==> config.mk <==
export PLATFORM = sky130hd
export DESIGN_NAME = mc_ctrl_fsm
export DESIGN_NICKNAME = d
export VERILOG_FILES = /design/src/rtl/mc_ctrl_fsm.sv
export SDC_FILE = /design/constraint.sdc
export NUM_CORES = 1
export LEC_CHECK = 0
export BUFFER_PORTS_ARGS = -buffer_cell sky130_fd_sc_hd__buf_2
export CAP_MARGIN = 20
export CORE_ASPECT_RATIO = 1.5
export CORE_MARGIN = 2
export CORE_UTILIZATION = 51
export CTS_CLUSTER_DIAMETER = 100
export DETAILED_ROUTE_END_ITERATION = 8
export GPL_ROUTABILITY_DRIVEN = 0
export PLACE_DENSITY = 0.77
export SYNTH_ARGS = -nofsm -noshare
export SYNTH_HDL_FRONTEND = slang
export SYNTH_SLANG_ARGS = --single-unit
==> constraint.sdc <==
create_clock -name clk -period 1.5 [get_ports clk]
set_input_delay 0.15 -clock clk [delete_from_list [all_inputs] [get_ports clk]]
set_output_delay 0.15 -clock clk [all_outputs]
set_load 0.05 [all_outputs]
==> src/rtl/mc_ctrl_fsm.sv <==
`default_nettype none
// ============================================================================
// Module   : mc_ctrl_fsm
// Purpose  : Multicycle control FSM for the RISC-V core. Walks each
//            instruction through FETCH/DECODE/EXEC/MEM/WB and generates every
//            datapath control signal (PC/IR/RF/memory strobes, ALU selects,
//            write-back select for mux3_32).
// Ports    : clk, rst          - clock, synchronous active-high reset
//            instr_op_i[6:0]   - IR opcode field (valid from DECODE onward)
//            mem_ready_i       - memory access completes in the cycle it is 1
//            branch_taken_i    - branch comparator result, used in EXEC
//            pc_write_o, pc_src_o[1:0], ir_write_o, mem_read_o, mem_write_o,
//            reg_write_o, wd_sel_o[1:0], alu_src_b_o, alu_op_o[1:0]
//                              - datapath controls
//            illegal_o, bus_err_o - one-cycle error pulses
//            state_o[2:0]      - current state (FETCH=0 .. WB=4)
// Revision : 1.0 - initial release
// ============================================================================
module mc_ctrl_fsm #(
    parameter int TIMEOUT = 255,
    parameter int CNT_W   = 8
) (
    input  logic       clk,
    input  logic       rst,
    input  logic [6:0] instr_op_i,
    input  logic       mem_ready_i,
    input  logic       branch_taken_i,
    output logic       pc_write_o,
    output logic [1:0] pc_src_o,
    output logic       ir_write_o,
    output logic       mem_read_o,
    output logic       mem_write_o,
    output logic       reg_write_o,
    output logic [1:0] wd_sel_o,
    output logic       alu_src_b_o,
    output logic [1:0] alu_op_o,
    output logic       illegal_o,
    output logic       bus_err_o,
    output logic [2:0] state_o
);

    typedef enum logic [2:0] {
        S_FETCH  = 3'd0,
        S_DECODE = 3'd1,
        S_EXEC   = 3'd2,
        S_MEM    = 3'd3,
        S_WB     = 3'd4
    } state_t;

    localparam logic [6:0] OP_R    = 7'b0110011;
    localparam logic [6:0] OP_I    = 7'b0010011;
    localparam logic [6:0] OP_LW   = 7'b0000011;
    localparam logic [6:0] OP_SW   = 7'b0100011;
    localparam logic [6:0] OP_BR   = 7'b1100011;
    localparam logic [6:0] OP_JAL  = 7'b1101111;
    localparam logic [6:0] OP_JALR = 7'b1100111;
    localparam logic [6:0] OP_LUI  = 7'b0110111;

    localparam logic [CNT_W-1:0] WAIT_LAST = CNT_W'(TIMEOUT - 1);

    state_t           state_q, state_d;
    logic [6:0]       op_q, op_d;
    logic [CNT_W-1:0] wait_cnt_q, wait_cnt_d;
    logic             w_timeout;

    function automatic logic op_supported(input logic [6:0] op);
        case (op)
            OP_R, OP_I, OP_LW, OP_SW, OP_BR, OP_JAL, OP_JALR, OP_LUI: op_supported = 1'b1;
            default:                                                  op_supported = 1'b0;
        endcase
    endfunction

    // Last permitted wait cycle with memory still not ready.
    assign w_timeout = (wait_cnt_q == WAIT_LAST) && !mem_ready_i;
    assign state_o   = state_q;

    always_comb begin
        state_d     = state_q;
        op_d        = op_q;
        wait_cnt_d  = '0;          // cleared unless a wait cycle extends it
        pc_write_o  = 1'b0;
        pc_src_o    = 2'b00;
        ir_write_o  = 1'b0;
        mem_read_o  = 1'b0;
        mem_write_o = 1'b0;
        reg_write_o = 1'b0;
        wd_sel_o    = 2'b00;
        alu_src_b_o = 1'b0;
        alu_op_o    = 2'b00;
        illegal_o   = 1'b0;
        bus_err_o   = 1'b0;

        case (state_q)
            S_FETCH: begin
                mem_read_o = 1'b1;
                if (mem_ready_i) begin
                    ir_write_o = 1'b1;
                    pc_write_o = 1'b1;
                    state_d    = S_DECODE;
                end else if (w_timeout) begin
                    bus_err_o = 1'b1;
                    state_d   = S_FETCH;
                end else begin
                    wait_cnt_d = wait_cnt_q + CNT_W'(1);
                end
            end
            S_DECODE: begin
                op_d = instr_op_i;
                if (op_supported(instr_op_i)) begin
                    state_d = S_EXEC;
                end else begin
                    illegal_o = 1'b1;
                    state_d   = S_FETCH;
                end
            end
            S_EXEC: begin
                case (op_q)
                    OP_R: begin
                        alu_op_o = 2'b10;
                        state_d  = S_WB;
                    end
                    OP_I: begin
                        alu_op_o    = 2'b10;
                        alu_src_b_o = 1'b1;
                        state_d     = S_WB;
                    end
                    OP_LUI: begin
                        alu_op_o    = 2'b11;
                        alu_src_b_o = 1'b1;
                        state_d     = S_WB;
                    end
                    OP_LW, OP_SW: begin
                        alu_src_b_o = 1'b1;
                        state_d     = S_MEM;
                    end
                    OP_BR: begin
                        alu_op_o   = 2'b01;
                        pc_write_o = branch_taken_i;
                        pc_src_o   = 2'b01;
                        state_d    = S_FETCH;
                    end
                    OP_JAL, OP_JALR: begin
                        alu_src_b_o = 1'b1;
                        state_d     = S_WB;
                    end
                    default: state_d = S_FETCH;
                endcase
            end
            S_MEM: begin
                if (op_q == OP_LW) mem_read_o  = 1'b1;
                else               mem_write_o = 1'b1;
                if (mem_ready_i) begin
                    state_d = (op_q == OP_LW) ? S_WB : S_FETCH;
                end else if (w_timeout) begin
                    // Abandoned access: drop the write request on the give-up cycle.
                    bus_err_o   = 1'b1;
                    mem_write_o = 1'b0;
                    state_d     = S_FETCH;
                end else begin
                    wait_cnt_d = wait_cnt_q + CNT_W'(1);
                end
            end
            S_WB: begin
                reg_write_o = 1'b1;
                state_d     = S_FETCH;
                case (op_q)
                    OP_LW:   wd_sel_o = 2'b01;
                    OP_JAL: begin
                        wd_sel_o   = 2'b10;
                        pc_write_o = 1'b1;
                        pc_src_o   = 2'b01;
                    end
                    OP_JALR: begin
                        wd_sel_o   = 2'b10;
                        pc_write_o = 1'b1;
                        pc_src_o   = 2'b10;
                    end
                    default: wd_sel_o = 2'b00;
                endcase
            end
            default: state_d = S_FETCH;
        endcase

        // Reset wins over whatever the current state would request.
        if (rst) begin
            pc_write_o  = 1'b0;
            pc_src_o    = 2'b00;
            ir_write_o  = 1'b0;
            mem_read_o  = 1'b0;
            mem_write_o = 1'b0;
            reg_write_o = 1'b0;
            wd_sel_o    = 2'b00;
            alu_src_b_o = 1'b0;
            alu_op_o    = 2'b00;
            illegal_o   = 1'b0;
            bus_err_o   = 1'b0;
        end
    end

    always_ff @(posedge clk) begin
        if (rst) begin
            state_q    <= S_FETCH;
            op_q       <= '0;
            wait_cnt_q <= '0;
        end else begin
            state_q    <= state_d;
            op_q       <= op_d;
            wait_cnt_q <= wait_cnt_d;
        end
    end

endmodule
`default_nettype wire

==> metrics.md, run 1 <==
| Metric | Value |
|---|---|
| CTS Sinks | `18` |
| H-tree depth | `1` |
| Final core occ | `95.68%` |
| Ys flop type | `dfxtp_1` |
| Post-route ant nets | `0` |
| Post-Syn Instances | `130` |
| Max transition margin | `70.15%` |
| Most frequent cell after synthesis | `nor2_1` |
| Pin count of the biggest net entering global routing | `11` |
| IO Pins | `28` |
| Worst path required time | `1.35 ns` |
| Final setup vio count | `17` |
| FF+latch area | `381.6 um2` |
| HPWL after DPL | `2.282 mm` |
| Area growth, synth to finish | `77.35%` |
| Root Driver | `clkbuf_4` |
| #FFs+latches synth | `18` |
| PwrDens | `548.0 mW/mm2` |
| Post-CTS Hold Buffers | `0` |
| Cells after DPL | `199` |
| Synth area leaders | `dfxtp_1, nor2_1, mux2i_1` |
| Sequential fraction of the synthesis area | `32.95%` |
| Final setup margin | `-0.4708 ns` |
| Die Span Y | `60.71 um` |
| DR vias/cell | `6.443` |
| Avg Cell Area, Syn | `8.412 um2` |
| CP endpoint kind | `primary output` |
| FF-to-FF path depth | `8` |
| Syn_nets | `143` |
| GRT overflow | `0` |
| Pre-Repair DR Iteration Count | `4` |
| Worst Tran Pin Value | `0.4451 ns` |
| Core Region | `0.002027 mm2` |
| Antenna violations before repair | `0` |
| Hold Crit Endpoint | `op_q[4]$_SDFFE_PP0N_` |
| Critical Path AT | `1.82 ns` |
| First-pass GRT wire length | `6.154 mm` |
| HP Start | `instr_op_i[4]` |
| CP Class | `flip-flop to primary output` |
| Max Clock Freq | `0.5074 GHz` |
| Buffers on Ports | `27` |
| Netlist cell types | `45` |
| Rows | `20` |
| Fin crit share | `131.4%` |
| CTS Buffer Depth | `2` |
| Layout cells sized above 1 | `61.93%` |
| Hold Path Depth | `3` |
| Hold Vio Cnt, Final | `0` |
| Max-Cap Viols | `0` |
| Area leader, netlist | `dfxtp_1` |
| Unrepaired setup endpoints after global routing | `true` |
| Number of remaining DRC errors | `0` |
| Total track usage | `31.51%` |
| Initial core utilization | `53.95%` |
| Reg-to-reg critical path endpoint | `state_o[1]$_SDFF_PP0_` |
| Cell Area, Synth | `0.001094 mm2` |
| Die ar. | `0.002538 mm2` |
| Number of flops mapped to enable cells by yosys | `0` |
| CTS tree | `yes` |
| Clock transition at path regs | `0.10 ns` |
| Chip width | `41.81 um` |
| Layout fillers | `47` |
| Area of the multi-input gates | `928.4 um2` |
| Post-synth top area share | `32.95%` |
| VDD IR max | `1.101 mV` |
| Hold Crit Class | `input port to flip-flop` |
| Async S/R FF share, synth | `0%` |
| Final wirelength | `5.093 mm` |
| Vias in the first global route | `1310` |
| Synth cell count leaders | `nor2_1, dfxtp_1, mux2i_1, nand2_1, nand3_1` |
| TritonCTS buffer count | `3` |
| YS warnings | `0` |
| Drt wl/cell | `23.26 um` |
| Critical Path Start Type | `flip-flop` |
| Post-layout min period | `1.971 ns` |
| Worst-skew pair later-pin latency | `0.29 ns` |
| Final Max Slew Viols | `0` |
| N_diodes | `0` |
| Clk_skew | `0.006064 ns` |
| Failing checks | `negative setup slack` |
| Final nets | `211` |
| Initial drt markers | `108` |
| Via Count | `1411` |
| Non-Filler Instances | `219` |
| Status | `finished with violations` |
| Worst reg2reg startpoint | `wait_cnt_q[0]$_SDFF_PP0_` |
| P_leak | `0.0007992 uW` |
| Reg2Reg Setup Slack | `-0.21 ns` |
| Max Fanout on Critical Path | `2` |
[layer usage]
metal | up-vias | part of all wire [%] | GRT usage [%]
met5 | - | 0 | 0
met4 | 0 | 5.5 | 10.14
met3 | 33 | 6.6 | 5.060
met2 | 103 | 53 | 59.82
met1 | 672 | 35 | 35.98
li1 | 603 | - | -
[metrics by stage]
step	setup TNS [ns]	total power, uW	hold slack (ns)	setup slack, ns	instance area (um2)
finish	-4.169	1063	0.1815	-0.4708	1939
global route	-5.220	1094	0.1943	-0.5202	1939
CTS	-2.840	1001	0.1229	-0.4213	1815
detailed placement	-0.8142	727.0	0.4226	-0.1811	1555
global placement	-0.4184	716.5	0.4092	-0.1378	1555
floorplan	-2.288	645.3	0.2972	-0.6023	1239
[sequential cells by signal, summed over array words and instances, names as in the netlist]
| signal | flops |
|---|---|
| op_q | 7 |
| wait_cnt_q | 8 |
| state_o | 3 |
[repair_timing]
action	4_1_cts	5_1_grt
gates resized for setup	46	19
pin swaps	8	3
setup endpoints to repair	16	16
setup buffers	10	7
[logic make-up after synthesis]
| logic type | count (synthesis) | share of synthesized area, % |
|---|---|---|
| DFF | 18 | 32.95 |
| muxes | 8 | 7.323 |
| AOI/OAI and AO/OA | 16 | 10.07 |
| adders and majority gates | 2 | 2.288 |
| and+or+nand+nor | 70 | 37.87 |
| xor gates and xnor gates | 7 | 5.607 |
| buffers and inverters | 9 | 3.889 |
[worst max-delay path, cell delays in order, from the launching register on]
cell and delay, ns:
dfxtp_1 0.34, or4_4 0.56, nor3_4 0.16, buf_4 0.15, buf_6 0.10, nor4_4 0.04
buf_6 0.16
[area by class of cell]
type | instances | share of cell area [%]
flip-flops and latches | 18 | 19.68
repair buffers | 69 | 29.10
clock buffers | 3 | 1.161
multi-input cells | 103 | 47.87
well taps | 22 | 1.419
clock inverters | 1 | 0.1935
inverters | 3 | 0.5806
[power breakdown]
group / internal, uW / total, uW / leakage [uW] / switching, uW
clock network: 96.7 / 254 / 0.0000154 / 157
registers: 488 / 507 / 0.000152 / 19.1
logic: 131 / 301 / 0.000632 / 170
total: 716 / 1060 / 0.000799 / 347
[cell usage in the layout (no fill, tap or decap), types with 2 or more instances in the layout]
cell / instances
buf_4: 37
nor2_1: 18
buf_6: 17
buf_2: 13
dfxtp_2: 8
dfxtp_1: 7
nand2_1: 6
mux2i_1: 6
nand3_1: 5
nor2_4: 4
xnor2_1: 4
nand2b_1: 3
inv_1: 3
xor2_1: 3
nand3_2: 3
nor3_1: 3
a21oi_1: 3
clkbuf_4: 3
dfxtp_4: 3
nor2b_4: 2
nor3_4: 2
nor4b_4: 2
nand4_1: 2
nor4_4: 2
ha_1: 2
buf_8: 2
[worst max path at each step]
stage                          start  slack [ns]          end  cells past startpoint
5_1_grt         op_q[2]$_SDFFE_PP0N_       -0.52  mem_write_o                      6
4_1_cts         op_q[2]$_SDFFE_PP0N_       -0.42   mem_read_o                      5
2_1_floorplan  state_o[1]$_SDFF_PP0_       -0.60  pc_src_o[1]                      4
6_report        op_q[2]$_SDFFE_PP0N_       -0.47  mem_write_o                      6
3_3_place_gp    op_q[2]$_SDFFE_PP0N_       -0.14   mem_read_o                      5
3_5_place_dp    op_q[2]$_SDFFE_PP0N_       -0.18   mem_read_o                      5
(Power assumes the default switching activity.)
==> run 2: changes to the inputs <==
--- a/config.mk
+++ b/config.mk
@@ -14,6 +14,7 @@
 export DETAILED_ROUTE_END_ITERATION = 8
 export GPL_ROUTABILITY_DRIVEN = 0
 export PLACE_DENSITY = 0.77
+export REMOVE_ABC_BUFFERS = 1
 export SYNTH_ARGS = -nofsm -noshare
 export SYNTH_HDL_FRONTEND = slang
 export SYNTH_SLANG_ARGS = --single-unit
==> constraint.sdc (replaced) <==
create_clock -name clk -period 2.1 [get_ports clk]
set_input_delay 0.21 -clock clk [delete_from_list [all_inputs] [get_ports clk]]
set_output_delay 0.21 -clock clk [all_outputs]
set_load 0.05 [all_outputs]
==> metrics.md, run 2 (same netlist as run 1, synthesis figures left out) <==
| Metric | Value |
|---|---|
| GRT overflow | `0 (unchanged)` |
| Total power | `640.7 uW (was 1063 uW)` |
| Final nets | `174 (was 211)` |
| CP Class | `flip-flop to primary output (unchanged)` |
| Final wirelength | `2.370 mm (was 5.093 mm)` |
| Worst path required time | `1.89 ns (was 1.35 ns)` |
| Core Region | `0.002027 mm2 (unchanged)` |
| Buffers on Ports | `27 (unchanged)` |
| Final hold slack | `0.1888 ns (was 0.1815 ns)` |
| Layout fillers | `197 (was 47)` |
| First-pass GRT wire length | `3.712 mm (was 6.154 mm)` |
| HPWL after DPL | `1.835 mm (was 2.282 mm)` |
| Number of remaining DRC errors | `0 (unchanged)` |
| CTS tree | `yes (unchanged)` |
| Post-layout min period | `2.042 ns` |
| FF-to-FF path depth | `4 (was 8)` |
| Dpl ws | `0.3167 ns (was -0.1811 ns)` |
| Initial drt markers | `18 (was 108)` |
| Worst Tran Pin Value | `0.4773 ns (was 0.4451 ns)` |
| Rows | `20 (unchanged)` |
| Most frequent cells in the layout | `nor2_1, buf_2, dfxtp_1, mux2i_1, nand2_1 (was buf_4, nor2_1, buf_6, buf_2, dfxtp_2)` |
| CTS Sinks | `18 (unchanged)` |
| Max Fanout on Critical Path | `3 (was 2)` |
| VDD IR max | `0.3894 mV (was 1.101 mV)` |
| Layout cells sized above 1 | `30.82% (was 61.93%)` |
| Critical Path AT | `1.83 ns (was 1.82 ns)` |
| Pin count of the biggest net entering global routing | `14 (was 11)` |
| Clock transition at path regs | `0.09 ns (was 0.10 ns)` |
| Area of the multi-input gates | `695.7 um2 (was 928.4 um2)` |
| Reg-to-reg critical path endpoint | `op_q[2]$_SDFFE_PP0N_ (was state_o[1]$_SDFF_PP0_)` |
| Clk_skew | `0.004292 ns (was 0.006064 ns)` |
| Area growth, synth to finish | `19.34% (was 77.35%)` |
| P_leak | `0.0005523 uW (was 0.0007992 uW)` |
| Max-Cap Viols | `0 (unchanged)` |
| Placed cell area | `0.001255 mm2 (was 0.001555 mm2)` |
| Hold Vio Cnt, Final | `0 (unchanged)` |
| Fin crit share | `97.24%` |
| Die ar. | `0.002538 mm2 (unchanged)` |
| Post-route ant nets | `0 (unchanged)` |
| Antenna violations before repair | `0 (unchanged)` |
| Chip width | `41.81 um (unchanged)` |
| Final setup vio count | `0 (was 17)` |
| Root Driver | `clkbuf_4 (unchanged)` |
| IO Pins | `28 (unchanged)` |
| Drt wl/cell | `13.09 um (was 23.26 um)` |
| CTS Buffer Depth | `2 (unchanged)` |
| Max Clock Freq | `0.4897 GHz` |
| Vias in the first global route | `970 (was 1310)` |
| Hold Crit Class | `input port to flip-flop (unchanged)` |
| Max reg flops | `8 (unchanged)` |
| PwrDens | `491.0 mW/mm2 (was 548.0 mW/mm2)` |
| Worst reg2reg startpoint | `state_o[0]$_SDFF_PP0_ (was wait_cnt_q[0]$_SDFF_PP0_)` |
| Pre-Repair DR Iteration Count | `4 (unchanged)` |
| Setup crit end | `mem_read_o (was mem_write_o)` |
| Final setup margin | `0.05804 ns (was -0.4708 ns)` |
| FF+latch area | `361.6 um2 (was 381.6 um2)` |
| Crit path from | `op_q[2]$_SDFFE_PP0N_ (unchanged)` |
| Critical Path Start Type | `flip-flop (unchanged)` |
| Max transition margin | `68.14% (was 70.15%)` |
| Most flop-heavy register | `wait_cnt_q (unchanged)` |
| Post-CTS Hold Buffers | `0 (unchanged)` |
| Die Span Y | `60.71 um (unchanged)` |
| Total track usage | `19.30% (was 31.51%)` |
| TritonCTS buffer count | `3 (unchanged)` |
| Unrepaired setup endpoints after global routing | `true (unchanged)` |
| Worst-skew pair later-pin latency | `0.28 ns (was 0.29 ns)` |
| DR vias/cell | `5.807 (was 6.443)` |
| Post-layout instance area | `0.001305 mm2 (was 0.001939 mm2)` |
| CP endpoint kind | `primary output (unchanged)` |
| N_diodes | `0 (unchanged)` |
| Via Count | `1051 (was 1411)` |
| H-tree depth | `1 (unchanged)` |
| Initial core utilization | `53.95% (unchanged)` |
| Reg2Reg Setup Slack | `0.52 ns (was -0.21 ns)` |
| Final core occ | `64.38% (was 95.68%)` |
| Status | `finished, final reports clean (was finished with violations)` |
| Final Max Slew Viols | `0 (unchanged)` |
## run 2: stage by stage
stage	cells	TNS [ns]
4_1_cts	180	0
2_1_floorplan	124	-6.729
3_5_place_dp	177	0
6_report	181	0
5_1_grt	181	-0.1302
3_3_place_gp	177	0
## run 2: timing repair
action,CTS,global route
gates resized for setup,1,7
setup buffers,0,1
pin swaps,0,1
endpoints found under the setup margin,1,5
gates cloned,0,0
## run 2: worst min-delay path by stage
stage	start	to	slack [ns]	cells after the start
finish	instr_op_i[5]	op_q[5]$_SDFFE_PP0N_	0.19	3
global route	instr_op_i[0]	op_q[0]$_SDFFE_PP0N_	0.19	3
CTS	instr_op_i[0]	op_q[0]$_SDFFE_PP0N_	0.18	3
detailed placement	wait_cnt_q[0]$_SDFF_PP0_	wait_cnt_q[0]$_SDFF_PP0_	0.47	1
global placement	wait_cnt_q[0]$_SDFF_PP0_	wait_cnt_q[0]$_SDFF_PP0_	0.46	1
floorplan	rst	op_q[0]$_SDFFE_PP0N_	0.28	1
## run 2: critical path: stages, from the launching register on
cell and delay, ns:
dfxtp_1 0.32, or4_4 0.56, nor3_4 0.23, nand3_2 0.10, a21oi_2 0.17, buf_6 0.17
## run 2: cell type report
class	instances	area share (%)
Timing Repair Buffer	32	14.29
Inverter	3	0.8629
Clock buffer	3	1.726
Tap cell	22	2.109
Multi-Input combinational cell	103	53.31
Sequential cell	18	27.71
## run 2: metal layers
metal | global-route usage (%) | wire, um | up-vias
met5 | 0 | 0 | -
met4 | 14.75 | 72 | 0
met3 | 2.679 | 110 | 8
met2 | 37.05 | 1254 | 32
met1 | 18.52 | 933 | 491
li1 | - | - | 520
## run 2: where the power goes
part	internal, uW	leakage, uW	switching (uW)
Combinational	44.2	0.000392	68.0
Clock	66.6	0.0000138	96.6
Sequential	351	0.000147	14.5
